**src/rtl/cordic_phase_scheduler.sv**
```systemverilog
// cordic_phase_scheduler
//
// Time-shares one atan CORDIC pipeline (x, y -> phase) between NUM_CH IQ sample
// streams. A round-robin arbiter grants at most one sample per clock. The granted
// sample is registered onto cordic_x_o/cordic_y_o. Its channel id travels down a
// tag delay line that is matched to the CORDIC latency, so each returned phase
// leaves labelled with the channel that produced it.
//
// Ports
//   clk_i        system clock
//   areset_i     asynchronous active-high reset
//   sched_en_i   1 = new grants allowed; 0 = stop granting, in-flight results drain
//   ch_valid_i   per-channel sample valid
//   ch_x_i       per-channel I sample, channel i at [i*DW +: DW]
//   ch_y_i       per-channel Q sample, same packing
//   ch_ready_o   one-hot grant (combinational)
//   cordic_x_o   registered x to the CORDIC
//   cordic_y_o   registered y to the CORDIC
//   cordic_q_i   phase result returned by the CORDIC
//   out_valid_o  single-cycle pulse per returned phase
//   out_ch_o     channel of out_phase_o
//   out_phase_o  phase result
//   busy_o       any tag in flight or output register valid
//
// Optional feature, macro CORDIC_SCHED_STATS_EN:
//   stats_clr_i  synchronous clear of the issue counters
//   stats_cnt_o  per-channel saturating 16-bit issue counters, channel i at [i*16 +: 16]

module cordic_phase_scheduler #(
    parameter int unsigned NUM_CH     = 2,
    parameter int unsigned DW         = 12,
    parameter int unsigned CORDIC_LAT = 14,
    parameter int unsigned CHW        = (NUM_CH > 1) ? $clog2(NUM_CH) : 1
) (
    input  logic                 clk_i,
    input  logic                 areset_i,
    input  logic                 sched_en_i,
    input  logic [NUM_CH-1:0]    ch_valid_i,
    input  logic [NUM_CH*DW-1:0] ch_x_i,
    input  logic [NUM_CH*DW-1:0] ch_y_i,
    output logic [NUM_CH-1:0]    ch_ready_o,
    output logic [DW-1:0]        cordic_x_o,
    output logic [DW-1:0]        cordic_y_o,
    input  logic [DW-1:0]        cordic_q_i,
    output logic                 out_valid_o,
    output logic [CHW-1:0]       out_ch_o,
    output logic [DW-1:0]        out_phase_o,
`ifdef CORDIC_SCHED_STATS_EN
    input  logic                 stats_clr_i,
    output logic [NUM_CH*16-1:0] stats_cnt_o,
`endif
    output logic                 busy_o
);

    // ------------------------------------------------------------------
    // Round-robin arbiter
    // ------------------------------------------------------------------
    logic [CHW-1:0] rr_q, rr_d;
    logic           grant_vld;
    logic [CHW-1:0] grant_id;
    logic [DW-1:0]  grant_x;
    logic [DW-1:0]  grant_y;

    // Two passes: channels above rr_q first, then wrap to channels 0..rr_q.
    // The first valid channel found wins, so this is a rotating priority search.
    always_comb begin
        grant_vld  = 1'b0;
        grant_id   = '0;
        grant_x    = '0;
        grant_y    = '0;
        ch_ready_o = '0;
        if (sched_en_i) begin
            for (int i = 0; i < int'(NUM_CH); i++) begin
                if (!grant_vld && ch_valid_i[i] && (CHW'(i) > rr_q)) begin
                    grant_vld     = 1'b1;
                    grant_id      = CHW'(i);
                    grant_x       = ch_x_i[i*DW +: DW];
                    grant_y       = ch_y_i[i*DW +: DW];
                    ch_ready_o[i] = 1'b1;
                end
            end
            for (int i = 0; i < int'(NUM_CH); i++) begin
                if (!grant_vld && ch_valid_i[i] && (CHW'(i) <= rr_q)) begin
                    grant_vld     = 1'b1;
                    grant_id      = CHW'(i);
                    grant_x       = ch_x_i[i*DW +: DW];
                    grant_y       = ch_y_i[i*DW +: DW];
                    ch_ready_o[i] = 1'b1;
                end
            end
        end
    end

    // A grant is only ever raised on a valid channel, so grant_vld is the transfer.
    assign rr_d = grant_vld ? grant_id : rr_q;

    always_ff @(posedge clk_i or posedge areset_i) begin
        if (areset_i) begin
            rr_q <= CHW'(NUM_CH - 1);
        end else begin
            rr_q <= rr_d;
        end
    end

    // ------------------------------------------------------------------
    // Issue register
    // ------------------------------------------------------------------
    logic [DW-1:0] cordic_x_q, cordic_x_d;
    logic [DW-1:0] cordic_y_q, cordic_y_d;

    // x/y hold when idle so the CORDIC input does not toggle needlessly.
    assign cordic_x_d = grant_vld ? grant_x : cordic_x_q;
    assign cordic_y_d = grant_vld ? grant_y : cordic_y_q;

    always_ff @(posedge clk_i or posedge areset_i) begin
        if (areset_i) begin
            cordic_x_q <= '0;
            cordic_y_q <= '0;
        end else begin
            cordic_x_q <= cordic_x_d;
            cordic_y_q <= cordic_y_d;
        end
    end

    assign cordic_x_o = cordic_x_q;
    assign cordic_y_o = cordic_y_q;

    // ------------------------------------------------------------------
    // Tag delay line
    // Stage 0 is loaded alongside cordic_x/cordic_y. CORDIC_LAT further stages
    // bring the tag to index CORDIC_LAT in the same cycle as the matching cordic_q_i.
    // ------------------------------------------------------------------
    logic           tag_vld_q [CORDIC_LAT+1];
    logic [CHW-1:0] tag_id_q  [CORDIC_LAT+1];

    always_ff @(posedge clk_i or posedge areset_i) begin
        if (areset_i) begin
            for (int k = 0; k <= int'(CORDIC_LAT); k++) begin
                tag_vld_q[k] <= 1'b0;
                tag_id_q[k]  <= '0;
            end
        end else begin
            tag_vld_q[0] <= grant_vld;
            tag_id_q[0]  <= grant_id;
            for (int k = 1; k <= int'(CORDIC_LAT); k++) begin
                tag_vld_q[k] <= tag_vld_q[k-1];
                tag_id_q[k]  <= tag_id_q[k-1];
            end
        end
    end

    // ------------------------------------------------------------------
    // Output register
    // ------------------------------------------------------------------
    logic           out_valid_q, out_valid_d;
    logic [CHW-1:0] out_ch_q, out_ch_d;
    logic [DW-1:0]  out_phase_q, out_phase_d;

    always_comb begin
        out_valid_d = tag_vld_q[CORDIC_LAT];
        out_ch_d    = out_ch_q;
        out_phase_d = out_phase_q;
        if (tag_vld_q[CORDIC_LAT]) begin
            out_ch_d    = tag_id_q[CORDIC_LAT];
            out_phase_d = cordic_q_i;
        end
    end

    always_ff @(posedge clk_i or posedge areset_i) begin
        if (areset_i) begin
            out_valid_q <= 1'b0;
            out_ch_q    <= '0;
            out_phase_q <= '0;
        end else begin
            out_valid_q <= out_valid_d;
            out_ch_q    <= out_ch_d;
            out_phase_q <= out_phase_d;
        end
    end

    assign out_valid_o = out_valid_q;
    assign out_ch_o    = out_ch_q;
    assign out_phase_o = out_phase_q;

    // Busy covers every sample from issue until its result has been presented.
    always_comb begin
        busy_o = out_valid_q;
        for (int k = 0; k <= int'(CORDIC_LAT); k++) begin
            busy_o = busy_o | tag_vld_q[k];
        end
    end

`ifdef CORDIC_SCHED_STATS_EN
    // ------------------------------------------------------------------
    // Per-channel saturating issue counters
    // ------------------------------------------------------------------
    logic [15:0] stats_q [NUM_CH];
    logic [15:0] stats_d [NUM_CH];

    // A clear wins over a transfer in the same cycle.
    always_comb begin
        for (int i = 0; i < int'(NUM_CH); i++) begin
            stats_d[i] = stats_q[i];
            if (stats_clr_i) begin
                stats_d[i] = '0;
            end else if (grant_vld && (grant_id == CHW'(i)) && (stats_q[i] != 16'hFFFF)) begin
                stats_d[i] = stats_q[i] + 16'd1;
            end
        end
    end

    always_ff @(posedge clk_i or posedge areset_i) begin
        if (areset_i) begin
            for (int i = 0; i < int'(NUM_CH); i++) begin
                stats_q[i] <= '0;
            end
        end else begin
            for (int i = 0; i < int'(NUM_CH); i++) begin
                stats_q[i] <= stats_d[i];
            end
        end
    end

    always_comb begin
        stats_cnt_o = '0;
        for (int i = 0; i < int'(NUM_CH); i++) begin
            stats_cnt_o[i*16 +: 16] = stats_q[i];
        end
    end
`endif

endmodule

```
**config.mk**
```make
export PLATFORM = sky130hd
export DESIGN_NAME = cordic_phase_scheduler
export DESIGN_NICKNAME = d
export VERILOG_FILES = /design/src/rtl/cordic_phase_scheduler.sv
export SDC_FILE = /design/constraint.sdc
export NUM_CORES = 1
export LEC_CHECK = 0
export ABC_AREA = 1
export BUFFER_PORTS_ARGS = -buffer_cell sky130_fd_sc_hd__buf_2
export CORE_MARGIN = 3
export CORE_UTILIZATION = 41
export DETAILED_ROUTE_END_ITERATION = 16
export PLACE_DENSITY_LB_ADDON = 0.25
export SLEW_MARGIN = 15
export SYNTH_ARGS = -nofsm -noshare
export SYNTH_HDL_FRONTEND = slang
export SYNTH_SLANG_ARGS = --single-unit
```
**constraint.sdc**
```tcl
create_clock -name clk_i -period 3 [get_ports clk_i]
set_input_delay 0.75 -clock clk_i [delete_from_list [all_inputs] [get_ports clk_i]]
set_output_delay 0.75 -clock clk_i [all_outputs]
set_load 0.05 [all_outputs]
```
# Word level (Yosys, flattened, before mapping)
# Cells that the tools add are included.
dict set report totals {
  out_inout_bits 41
  reg_bits 69
  word_cells 90
  input_bits 65
}
dict set report classes {
  mux 25
  bitwise_logic 15
  n_reduce_logical 10
  n_lt_le_gt_ge 4
}
# cell n
set ops {}
lappend ops {{$mux 12} 10}
lappend ops {{$or 1x1->1} 15}
lappend ops {{$mux 1} 14}
lappend ops {{$logic_and 1x1->1} 7}
lappend ops {{$logic_not 1->1} 3}
lappend ops {{$gt 1x1->1 const A} 2}
lappend ops {{$le 1x1->1 const A} 2}
lappend ops {{$mux 2} 1}

# Depth between registers and ports, before layout
# Gate-level depths: netlist of run 1.
dict set report logic_depth {
  depth_word 19
  mapped_depth 7
  mapped_depth_nobuf 6
}

# Worst setup path before layout of run 1
# Ideal clock, no wire load.
dict set report synth_path {
  path_kind {input to output}
  start {input ch_valid_i[0]}
  end {output ch_ready_o[0]}
  required_time_ns 2.250
  slack_ns 0.376
  path_buffers 2
  arrival_time_ns 1.874
  path_stages 4
  cell_sequence {buf_6 clkbuf_1 nand2_1 nor2_1}
}
dict set report synth_via {
  elab_chain_len 13
}
# item line_no
set synth_rtl {}
lappend synth_rtl {{from (decl)} 38} ;# input logic [NUM_CH-1:0] ch_valid_i,
lappend synth_rtl {{$logic_and 1x1->1} 74} ;# if (!grant_vld && ch_valid_i[i] && (CHW'(i) > rr_q)) begin
lappend synth_rtl {{$mux 1} 74}
lappend synth_rtl {{$mux 1} 72} ;# if (sched_en_i) begin
lappend synth_rtl {{$logic_not 1->1} 74}
lappend synth_rtl {{$logic_and 1x1->1 (2 in a row)} 74}
lappend synth_rtl {{$mux 1} 74}
lappend synth_rtl {{$mux 1} 72}
lappend synth_rtl {{$logic_not 1->1} 83} ;# if (!grant_vld && ch_valid_i[i] && (CHW'(i) <= rr_q)) begin
lappend synth_rtl {{$logic_and 1x1->1 (2 in a row)} 83}
lappend synth_rtl {{$mux 1 (*)} 83}
lappend synth_rtl {{$mux 2 (*)} 72}
lappend synth_rtl {{to (decl)} 41} ;# output logic [NUM_CH-1:0] ch_ready_o,
# Mark *: on every way between the ends. The rest lies on a longest branch, timed or not. The select of a mux whose other input is x is not followed.

# Final worst setup path of run 1
dict set report layout_path {
  start {register tag_vld_q, in the netlist out_valid_d}
  end {output busy_o}
}
dict set report layout_via {
  elab_chain_len 1
}
# item line_no
set layout_rtl {}
lappend layout_rtl {{from (decl)} 133} ;# logic tag_vld_q [CORDIC_LAT+1];
lappend layout_rtl {{from (signal, indexed assignment)} 146} ;# tag_vld_q[k] <= tag_vld_q[k-1];
lappend layout_rtl {{$or 1x1->1} 189} ;# busy_o = busy_o | tag_vld_q[k];
lappend layout_rtl {{to (decl)} 52} ;# output logic busy_o
# No other way between the ends.

==> results of run 1 <==
-- layer usage --
| layer | GRT usage | routed length [microns] | part of all wire | vias up |
|---|---|---|---|---|
| met5 | 0 | 0 | 0 | - |
| met1 | 0.2063 | 2612 | 0.46 | 1038 |
| met4 | 0.07830 | 93 | 0.016 | 0 |
| met2 | 0.2240 | 2594 | 0.45 | 82 |
| met3 | 0.04097 | 428 | 0.075 | 8 |
| li1 | - | - | - | 1111 |
-- worst register-to-register path: cells and delay by family, from the launching register on --
kind                   cells  cell delay, ns
DFF                        1            0.56
and+or+nand+nor            4            0.35
buffers and inverters      3            0.37
-- layout make-up --
class,count,area (sq um)
timing repair buffer,111,583.1
multi-input combinational,178,842.1
fill,592,2914
clock buffer,10,127.6
tap,77,96.34
inverter,31,116.4
sequential,69,1728
clock inverter,6,87.58
-- power by group --
group	switching, W	internal [W]
combinational	0.000421	0.000150
clock	0.000328	0.000468
sequential	0.0000446	0.00103
total	0.000794	0.00165
-- cell families after synthesis --
kind of cell | after synthesis
AND/OR/NAND/NOR | 176
flip-flops | 69
buffers and inverters | 45
AO/OA/AOI/OAI | 2
-- cell usage after synthesis --
cell type | number | area (sq um)
dfstp_2 | 1 | 26.28
a21oi_4 | 1 | 16.27
inv_1 | 30 | 112.6
nand2_1 | 83 | 311.6
nand2_2 | 7 | 43.79
o21ai_0 | 1 | 5.000
inv_2 | 1 | 3.750
buf_4 | 5 | 37.54
nand4_1 | 2 | 12.51
nand3_1 | 48 | 240.2
nor2_1 | 9 | 33.78
nor2_4 | 2 | 22.52
clkbuf_1 | 3 | 11.26
or2_0 | 19 | 118.9
buf_6 | 6 | 67.56
dfrtp_1 | 68 | 1702
or2_1 | 5 | 31.28
or2_2 | 1 | 6.260
-- state kept, by name, summed over array words and instances, names as in the netlist --
register,flops
cordic_x_o,12
cordic_y_o,12
out_ch_o,1
out_phase_o,12
out_valid_d,1
out_valid_o,1
rr_q,1
tag_id_q,15
tag_vld_q,14
-- stage by stage --
step	utilization	instances	area, sq um
2_1_floorplan	-	292	2803
3_3_place_gp	0.5182	466	3366
3_5_place_dp	0.5182	466	3366
4_1_cts	0.5513	482	3581
5_1_grt	0.5513	482	3581
6_report	0.5513	482	3581
-- worst paths after layout --
kind / from / to / slack, ns / cells after the start
worst max-delay path: out_valid_d / busy_o / 0.66 / 5
worst min-delay path: tag_id_q[6] / tag_id_q[5] / 0.35 / 0
worst max register to register: rr_q / cordic_x_o[2] / 1.66 / 7
worst min register to register: tag_id_q[6] / tag_id_q[5] / 0.35 / 0
max in group asynchronous: areset_i / out_ch_o / 1.94 / 3
min in group asynchronous: areset_i / out_phase_o[0] / 0.45 / 2
==> flow_metrics.tcl, run 1 <==
set metrics [dict create \
    status "finished, final reports clean" \
    avgRoutedWirePerCell_microns 11.88 \
    syn-num-nets 357 \
    via_count 2239 \
    holdWs_ns 0.3461 \
    cts_sinks 69 \
    core_area_sq_um 6495 \
    tns_ns 0 \
    hpwlAfterDp_mm 4.199 \
    cts_root_buffer "clkbuf_8" \
    worstSetupPathType "register to output pin" \
    synth_top_family_by_area "simple AND/OR/NAND/NOR gates" \
    areaGrowthSynthToFinish_pct 27.77 \
    worst_pin_slew_ns 0.5237 \
    crit_path_end_kind "output pin" \
    p_leak_nw 1.972 \
    skew_ns 0.008488 \
    hold_path.class "register to register" \
    syn_area_per_cell_sq_um 9.598 \
    clockBufferDepth 2 \
    path_delay_family "simple AND/OR/NAND/NOR gates" \
    place_congestion 0.7465 \
    place_ws_ns 0.7393 \
    yosysSeqAreaShare 0.6165 \
    crit_arrival_ns 1.59 \
    worstPathMaxFanout 16 \
    setup_viol 0 \
    max-cap-violations 0 \
    clk_latency_ns 0.33 \
    min_period_over_period 0.7803 \
    fin_ws_ns 0.6590 \
    ant_nets 0 \
    initial_core_util 0.4315 \
    nets 465 \
    die_area_sq_um 7864 \
    grt_pass1_wl_mm 9.032 \
    grt_remaining_overflow 0 \
    hold_viol 0 \
    netlist_area_sq_um 2803 \
    fp.dieH_microns 88.68 \
    synth_fa_ha_area_frac 0 \
    cts.repair.resized 0 \
    synth_compound_area_frac 0.007589 \
    layout_common_cells "buf_2 (105), nand2_1 (83), dfrtp_1 (68)" \
    drtIter0Drc 69 \
    wirelength_mm 5.728 \
    max_freq_mhz 427.2 \
    fp.dieW_microns 88.68 \
    cts_made_buffers 9 \
    maxSlewHeadroom 0.6503 \
    grt_pass1_vias 2009 \
    grt_usage 0.1521 \
    post_cts_buffers 0 \
    cp_slowest_cell "dfrtp_1" \
    grt_max_degree 46 \
    yosys_warnings 0 \
    yosys.cell_types.count 18 \
    cp_cell_sequence "buf_4, nor2_1, nand4_1, or2_2, buf_2" \
    ctsHtreeMaxLevel 3 \
    muxShareOfSynthArea 0 \
    p_per_area_nw_per_um2 681.0 \
    ios 106 \
    vias_per_cell 4.645 \
    antenna_found_initial 0 \
    irDropWorstVdd_v 0.0003367 \
    max_stage_delay_ns 0.37 \
    cts_hold_buf 0 \
    synthCells 292 \
    synth_xor_area_frac 0 \
    critical_path_required_ns 2.25 \
    cts_tree "built" \
    port_buffers 105 \
    drc 0 \
    diodes 0 \
    row_count 29 \
    drv_slew 0 \
    power.total_w 0.002439 \
    synth_seq_cells 69 \
    clkSlewWorstSetupHoldPaths_ns 0.07 \
    rsz0062_at_grt "no" \
    drive_gt1_frac 0.3457 \
    final_common_cell "buf_2" \
    critPathBufInv 2 \
    dr.pass1.iters 4 \
    period_needed_ns 2.341 \
    critical_path.startpoint_type "register" \
    yosys.area_share.simple 0.2929 \
]
Power figures use the tool's default switching activity.
==> inputs of run 2 (changes only) <==
Clock period 3 ns to 2.3 ns, I/O delays scaled along.
==> flow_metrics.tcl, run 2 (synthesized netlist as in run 1, its figures left out) <==
set metrics [dict create \
    die_area_sq_um 7864 \
    reg_top3 "tag_id_q: 15 flops, tag_vld_q: 14 flops" \
    post_cts_buffers 0 \
    clkSlewWorstSetupHoldPaths_ns 0.08 \
    drc 0 \
    nets 466 \
    cts_tree "built" \
    min_period_over_period 0.8694 \
    cts_sinks 69 \
    initial_core_util 0.4315 \
    drv_slew 0 \
    grt_usage 0.1560 \
    grt_max_degree 45 \
    drtIter0Drc 72 \
    fp.dieH_microns 88.68 \
    row_count 29 \
    p_per_area_nw_per_um2 897.5 \
    setup_viol 0 \
    port_buffers 105 \
    wirelength_mm 5.837 \
    drive_gt1_frac 0.3498 \
    cts.repair.resized 0 \
    vias_per_cell 4.578 \
    grt_remaining_overflow 0 \
    clockBufferDepth 2 \
    tns_ns 0 \
    avgRoutedWirePerCell_microns 12.08 \
    worstSetupPathType "register to output pin" \
    clk_latency_ns 0.34 \
    worst_pin_slew_ns 0.4299 \
    hpwlAfterDp_mm 4.252 \
    irDropWorstVdd_v 0.0003175 \
    regMostFlops "tag_id_q" \
    worstPathMaxFanout 2 \
    p_leak_nw 1.981 \
    cts_root_buffer "clkbuf_8" \
    cts_hold_buf 0 \
    grt_pass1_vias 2138 \
    max-cap-violations 0 \
    layout_common_cells "buf_2 (105), nand2_1 (83), dfrtp_1 (68)" \
    maxSlewHeadroom 0.7128 \
    critical_path_required_ns 1.73 \
    diodes 0 \
    fin_ws_ns 0.3003 \
    status "finished, final reports clean" \
    period_needed_ns 2.000 \
    core_area_sq_um 6495 \
    critical_path.startpoint_type "register" \
    ant_nets 0 \
    largest_register_ff_count 15 \
    hold_viol 0 \
    crit_arrival_ns 1.42 \
    cts_made_buffers 9 \
    hold_path.class "primary input to asynchronous set/reset pin" \
    max_freq_mhz 500.1 \
    via_count 2211 \
    place_congestion 0.8150 \
    antenna_found_initial 0 \
    fp.dieW_microns 88.68 \
    skew_ns 0.008467 \
    dr.pass1.iters 4 \
    ctsHtreeMaxLevel 3 \
    place_ws_ns 0.4183 \
    ios 106 \
    power.total_w 0.003246 \
    final_common_cell "buf_2" \
    areaGrowthSynthToFinish_pct 29.06 \
    rsz0062_at_grt "no" \
    r2r_setup_slack_ns 0.95 \
    crit_path_end_kind "output pin" \
    final_util 0.5569 \
    grt_pass1_wl_mm 9.328 \
]
## run 2: power by group
| group | total [W] | switching [W] | internal, W |
|---|---|---|---|
| clock | 0.00109 | 0.000470 | 0.000625 |
| sequential | 0.00140 | 0.0000585 | 0.00134 |
| combinational | 0.000755 | 0.000554 | 0.000200 |
| total | 0.00325 | 0.00108 | 0.00216 |
## run 2: critical path, cell delays in order (launching register included)
cell and delay, ns:
dfstp_2 0.57, inv_1 0.06, nand2_1 0.08, nand2_1 0.05, nor2_1 0.08, buf_2 0.26
## run 2: through the flow
| step | hold slack (ns) | instance area [sq um] | instances |
|---|---|---|---|
| 2_1_floorplan | 0.3312 | 2806 | 292 |
| 3_3_place_gp | 0.3338 | 3390 | 467 |
| 3_5_place_dp | 0.3347 | 3390 | 467 |
| 4_1_cts | 0.2293 | 3617 | 483 |
| 5_1_grt | 0.2563 | 3617 | 483 |
| 6_report | 0.2351 | 3617 | 483 |
## run 2: cell type report
cell class	count	area [sq um]
clock buffers	9	123.9
fillers	584	2878
well taps	77	96.34
repair buffers	112	603.1
multi-input cells	178	842.1
flip-flops and latches	69	1728
inverters	31	120.1
clock inverters	7	103.9
## run 2: worst paths after layout
check	end	cells past startpoint	startpoint
max	ch_ready_o[0]	5	rr_q
min	cordic_y_o[11]	2	areset_i
max reg2reg	cordic_x_o[9]	7	rr_q
min reg2reg	tag_id_q[9]	0	tag_id_q[10]
max in group asynchronous	rr_q	3	areset_i
min in group clk_i	tag_id_q[9]	0	tag_id_q[10]
## run 2: routing by layer
layer,track usage,share of wire
met4,0.07830,0.016
met1,0.2084,0.45
met2,0.2328,0.45
met3,0.04376,0.077
met5,0,0
